## src/rtl/scan_peak_detector.sv

```systemverilog
// Scan peak detector: after start and a trig, tracks the signed extreme of scan_len valid samples and its index.
// Optional macro SCAN_PEAK_MIN_EN adds a find_min input that selects minimum tracking instead of maximum.

`ifndef OPO_PACKAGE_DEFINED
`define OPO_PACKAGE_DEFINED
package opo_package;
   parameter int word_width = 16;
endpackage
`endif

module scan_peak_detector #(
   parameter int idx_width = 16
) (
   input  logic                                        clk,
   input  logic                                        rst,
   input  logic                                        start,
   input  logic                                        abort,
   input  logic                                        trig,
   input  logic        [idx_width-1:0]                 scan_len,
`ifdef SCAN_PEAK_MIN_EN
   input  logic                                        find_min,
`endif
   input  logic signed [opo_package::word_width-1:0]   sample_in,
   input  logic                                        sample_in_valid,
   output logic                                        busy,
   output logic                                        done,
   output logic signed [opo_package::word_width-1:0]   peak_value,
   output logic        [idx_width-1:0]                 peak_index,
   output logic                                        peak_valid
);

   localparam int W = opo_package::word_width;

   typedef enum logic [1:0] {
      IDLE  = 2'd0,
      ARMED = 2'd1,
      SCAN  = 2'd2
   } state_t;

   state_t                 state_q, state_d;
   logic [idx_width-1:0]   len_q, len_d;
   logic [idx_width-1:0]   cnt_q, cnt_d;
   logic signed [W-1:0]    best_q, best_d;
   logic [idx_width-1:0]   best_idx_q, best_idx_d;
   logic                   first_q, first_d;
   logic signed [W-1:0]    peak_value_q, peak_value_d;
   logic [idx_width-1:0]   peak_index_q, peak_index_d;
   logic                   peak_valid_q, peak_valid_d;
   logic                   done_q, done_d;
   logic                   find_min_q, find_min_d;
   logic                   find_min_in;

`ifdef SCAN_PEAK_MIN_EN
   assign find_min_in = find_min;
`else
   assign find_min_in = 1'b0;
`endif

   logic                   start_accept;
   logic                   sample_take;
   logic                   last_sample;
   logic                   better;
   logic signed [W-1:0]    cand_value;
   logic [idx_width-1:0]   cand_idx;

   assign start_accept = (state_q == IDLE) && start && (scan_len != '0);
   assign sample_take  = (state_q == SCAN) && !abort && sample_in_valid;
   assign last_sample  = sample_take && (cnt_q == len_q - idx_width'(1));

   // Strict comparisons keep the earliest index on ties.
   assign better     = first_q || (find_min_q ? (sample_in < best_q) : (sample_in > best_q));
   assign cand_value = better ? sample_in : best_q;
   assign cand_idx   = better ? cnt_q : best_idx_q;

   always_ff @(posedge clk) begin
      if (!rst) begin
         state_q <= IDLE;
      end else begin
         state_q <= state_d;
      end
   end

   always_comb begin
      state_d = state_q;
      case (state_q)
         IDLE: begin
            if (start_accept) state_d = ARMED;
         end
         ARMED: begin
            if (abort)     state_d = IDLE;
            else if (trig) state_d = SCAN;
         end
         SCAN: begin
            if (abort || last_sample) state_d = IDLE;
         end
         default: state_d = IDLE;
      endcase
   end

   always_comb begin
      busy = (state_q == ARMED) || (state_q == SCAN);
   end

   always_comb begin
      len_d        = len_q;
      cnt_d        = cnt_q;
      best_d       = best_q;
      best_idx_d   = best_idx_q;
      first_d      = first_q;
      peak_value_d = peak_value_q;
      peak_index_d = peak_index_q;
      peak_valid_d = peak_valid_q;
      done_d       = 1'b0;
      find_min_d   = find_min_q;
      if (start_accept) begin
         len_d        = scan_len;
         find_min_d   = find_min_in;
         peak_valid_d = 1'b0;
      end
      if ((state_q == ARMED) && !abort && trig) begin
         cnt_d   = '0;
         first_d = 1'b1;
      end
      if (sample_take) begin
         best_d     = cand_value;
         best_idx_d = cand_idx;
         first_d    = 1'b0;
         cnt_d      = cnt_q + idx_width'(1);
      end
      // The final sample is folded in directly so the result appears one edge after it.
      if (last_sample) begin
         peak_value_d = cand_value;
         peak_index_d = cand_idx;
         peak_valid_d = 1'b1;
         done_d       = 1'b1;
      end
   end

   always_ff @(posedge clk) begin
      if (!rst) begin
         len_q        <= '0;
         cnt_q        <= '0;
         best_q       <= '0;
         best_idx_q   <= '0;
         first_q      <= 1'b0;
         peak_value_q <= '0;
         peak_index_q <= '0;
         peak_valid_q <= 1'b0;
         done_q       <= 1'b0;
         find_min_q   <= 1'b0;
      end else begin
         len_q        <= len_d;
         cnt_q        <= cnt_d;
         best_q       <= best_d;
         best_idx_q   <= best_idx_d;
         first_q      <= first_d;
         peak_value_q <= peak_value_d;
         peak_index_q <= peak_index_d;
         peak_valid_q <= peak_valid_d;
         done_q       <= done_d;
         find_min_q   <= find_min_d;
      end
   end

   assign done       = done_q;
   assign peak_value = peak_value_q;
   assign peak_index = peak_index_q;
   assign peak_valid = peak_valid_q;

endmodule
```

## config.mk

```make
export PLATFORM = sky130hd
export DESIGN_NAME = scan_peak_detector
export DESIGN_NICKNAME = d
export VERILOG_FILES = /design/src/rtl/scan_peak_detector.sv
export SDC_FILE = /design/constraint.sdc
export NUM_CORES = 1
export LEC_CHECK = 0
export BUFFER_PORTS_ARGS = -buffer_cell sky130_fd_sc_hd__clkbuf_2
export CORE_MARGIN = 3
export CORE_UTILIZATION = 45
export DETAILED_ROUTE_END_ITERATION = 10
export PLACE_DENSITY_LB_ADDON = 0.1
export SETUP_SLACK_MARGIN = 0.4
export SYNTH_ARGS = -nofsm -noshare
export SYNTH_HDL_FRONTEND = slang
export SYNTH_SLANG_ARGS = --single-unit
```

## constraint.sdc

```tcl
create_clock -name clk -period 4.1 [get_ports clk]
set_input_delay 0 -clock clk [delete_from_list [all_inputs] [get_ports clk]]
set_output_delay 0 -clock clk [all_outputs]
set_load 0.02 [all_outputs]
```

==> qor.yml <==
outcome:
  outcome: "finished, final reports clean"
place:
  hpwlAfterDp_um: 8343
  io_buffers: 72
  dp_cells: 766
  place.gp.congestion: 0.8196
sta:
  finalSetupViolCount: 0
  drv_slew: 0
  period_needed_ps: 3063
  worst_slew_pin_slew_ps: 1135
  slew_headroom: 0.2426
  rsz0062_at_grt: "no"
  finalCritPeriodShare: 0.7470
  finalHoldViolCount: 0
  fin_setup_tns_ps: 0
  skew_ps: 5.170
  fmax_mhz: 326.5
routing:
  dr.first_iter.drc_count: 216
  ant_nets: 0
  routedWlPerCell_um: 14.50
  num_vias: 4322
  wl_met1_um: 5861
  met3_length_um: 587
  wl_met2_um: 5231
  drt_first_pass_iters: 4
  dr.max_layer_used: "met4"
  finalWirelength_um: 11840
  drc: 0
  via_per_inst: 5.297
finish:
  fin_cells: 816
  final_common_cell: "dfxtp_1"
  antennaDiodeCount: 0
  fillers: 1004
  syn2layout_area_growth_pct: 19.25
  final_cell_mix: "dfxtp_1, nor2_1, clkbuf_2"
  drive_gt1_frac: 0.2071
  final_nets: 730
pwr:
  p_int_mw: 1.672
  seqPwrFrac: 0.456
  power_density_nw_per_um2: 374.5
  switching_share: 0.2826
  switching_power_mw: 0.6587
  pwr-share-clk: 0.335
  vdd_drop_max_v: 0.0002765
  comb_power_share: 0.209
  leakagePower_nw: 2.368
floorplanning:
  initial_core_util: 0.4711
  pin_count: 73
  die_x_um: 113.7
  die_h_um: 113.7
  std_cell_rows: 38
  die_area_um2: 12930
  core_um2: 11080
critical_path:
  r2r-start: "len_q[0]"
  critPathSlowestCell: "or4b_1"
  arrival_ps: 3330
  regToRegSetupSlack_ps: 1040
  cp.required_ps: 4360
  critPathCapture: "state_q[0]"
  end_kind: "register"
  cp_max_fo: 16
  rr_endpoint: "state_q[0]"
  crit_path_max_incr_delay_ps: 510
  startpoint: "len_q[0]"
  cp_cell_sequence: "inv_1 -> ha_1 -> nor2b_1 -> nand3_1 -> or4b_1 -> o211ai_1 -> mux2_1 -> and4_2 -> buf_4 -> o211a_4 -> mux2i_1"
  startpoint_type: "register"
  rr_worst_depth: 11
  crit_type: "reg2reg"
synth:
  syn_inst: 589
  syn-num-nets: 648
  synth_top_cells_by_area: "dfxtp_1, mux2i_1, nor2_1, a21oi_2, ha_1"
  synth_top_area_share: 0.3874
  ys_seq_area_frac: 0.3874
  postSynth.asyncResetShare: 0
  yosysTopAreaCell: "dfxtp_1"
  ys_ff_latch: 101
  synth_area_um2: 5219
  yosysUniqueCellTypes: 52
  yosysWarnings: 0
  synthFlopType: "dfxtp_1"
  synth_enable_flop_cells: 0
  avgSynthCellArea_um2: 8.860
global_routing:
  grt-ovfl-total: 0
  grt_start_max_net_pins: 63
  antenna_found_initial: 0
  first_global_vias: 4168
  globalRouteTotalUtil: 0.1899
  grt_pass1_wl_um: 20170
clock_tree:
  cts.htree.levels: 3
  cts.sinks: 101
  cts_inserted_buffers: 9
  clkTransAtPathRegs_ps: 60
  clk_latency_ps: 340
  cts_tree: "done"
  cts_buffer_depth: 2
  root_buffer: "clkbuf_16"
  cts_resized: 0
run:
  drv_cap: 0
worst_hold_path:
  hold_path.class: "in2reg"
-- through the flow --
step,cell area [um2],worst slack [ps],hold slack [ps],power (mW),util
detailed placement,5613,1047,261.2,1.537,0.5067
global placement,5613,1176,253.9,1.526,0.5067
CTS,6223,1028,100.8,2.352,0.5618
floorplan,5219,1545,138.6,1.432,-
finish,6223,1037,109.7,2.330,0.5618
global route,6223,809.5,125.5,2.456,0.5618
-- cells in the mapped netlist (14+ instances only) --
cell type / count
a21oi_2: 30
mux2i_1: 62
nor2_1: 75
o21ai_1: 42
a21oi_1: 24
nand3_1: 14
ha_1: 21
nand2_1: 37
clkbuf_1: 24
dfxtp_1: 101
inv_1: 25
xnor2_1: 17
-- layout make-up --
type | count | area, um2 | share of cell area
multi-input combinational | 420 | 2880 | 0.4628
sequential | 101 | 2022 | 0.3249
timing repair buffer | 113 | 778.2 | 0.1251
clock buffer | 12 | 246.5 | 0.03961
tap | 140 | 175.2 | 0.02815
inverter | 26 | 97.59 | 0.01568
clock inverter | 4 | 23.77 | 0.003820
-- what timing repair did --
item	CTS	global route
endpoints found under the hold margin	34	0
buffers inserted	0	0
hold buffers	34	0
-- logic make-up (layout without fill, tap and decap cells) --
kind of cell,count (synthesis),count (layout),share of synthesized area
buf+inv,68,155,0.06665
simple gates,178,178,0.1642
mux,63,63,0.1211
flops,101,101,0.3874
fa+ha+maj,21,21,0.05035
xor+xnor,25,25,0.04196
compound gates,133,133,0.1683
-- power groups by stage --
stage,Clock [mW],Combinational (mW),Sequential (mW)
floorplan,0,0.372,1.06
global placement,0,0.445,1.08
detailed placement,0,0.452,1.08
CTS,0.806,0.484,1.06
global route,0.844,0.543,1.07
finish,0.781,0.487,1.06
-- flip-flops by register name, indices dropped and copies added, names as in the netlist, 2 cells and up --
name	count
best_idx_q	16
best_q	16
cnt_q	16
len_q	16
peak_index	16
peak_value	16
state_q	2
-- worst max-delay path, delay by kind of cell, from the launching register on --
family          cells  cell delay (ps)
compound gates      2              290
fa+ha+maj           1              270
buf+inv             2              420
flops               1              370
mux                 2              320
simple gates        4             1320
-- worst min-delay path by stage --
| stage | from | end | cells after the start |
|---|---|---|---|
| final | trig | state_q[1] | 4 |
| after global routing | trig | state_q[1] | 4 |
| after CTS | trig | state_q[1] | 4 |
| after detailed placement | scan_len[8] | len_q[8] | 3 |
| after global placement | scan_len[6] | len_q[6] | 3 |
| after floorplan | scan_len[1] | len_q[1] | 2 |
-- metal layers --
| layer | vias to the layer above | GRT usage |
|---|---|---|
| met2 | 99 | 0.3133 |
| li1 | 2213 | - |
| met3 | 15 | 0.03714 |
| met4 | 0 | 0.05128 |
| met1 | 1995 | 0.2544 |
| met5 | - | 0 |
(Power assumes the default switching activity.)
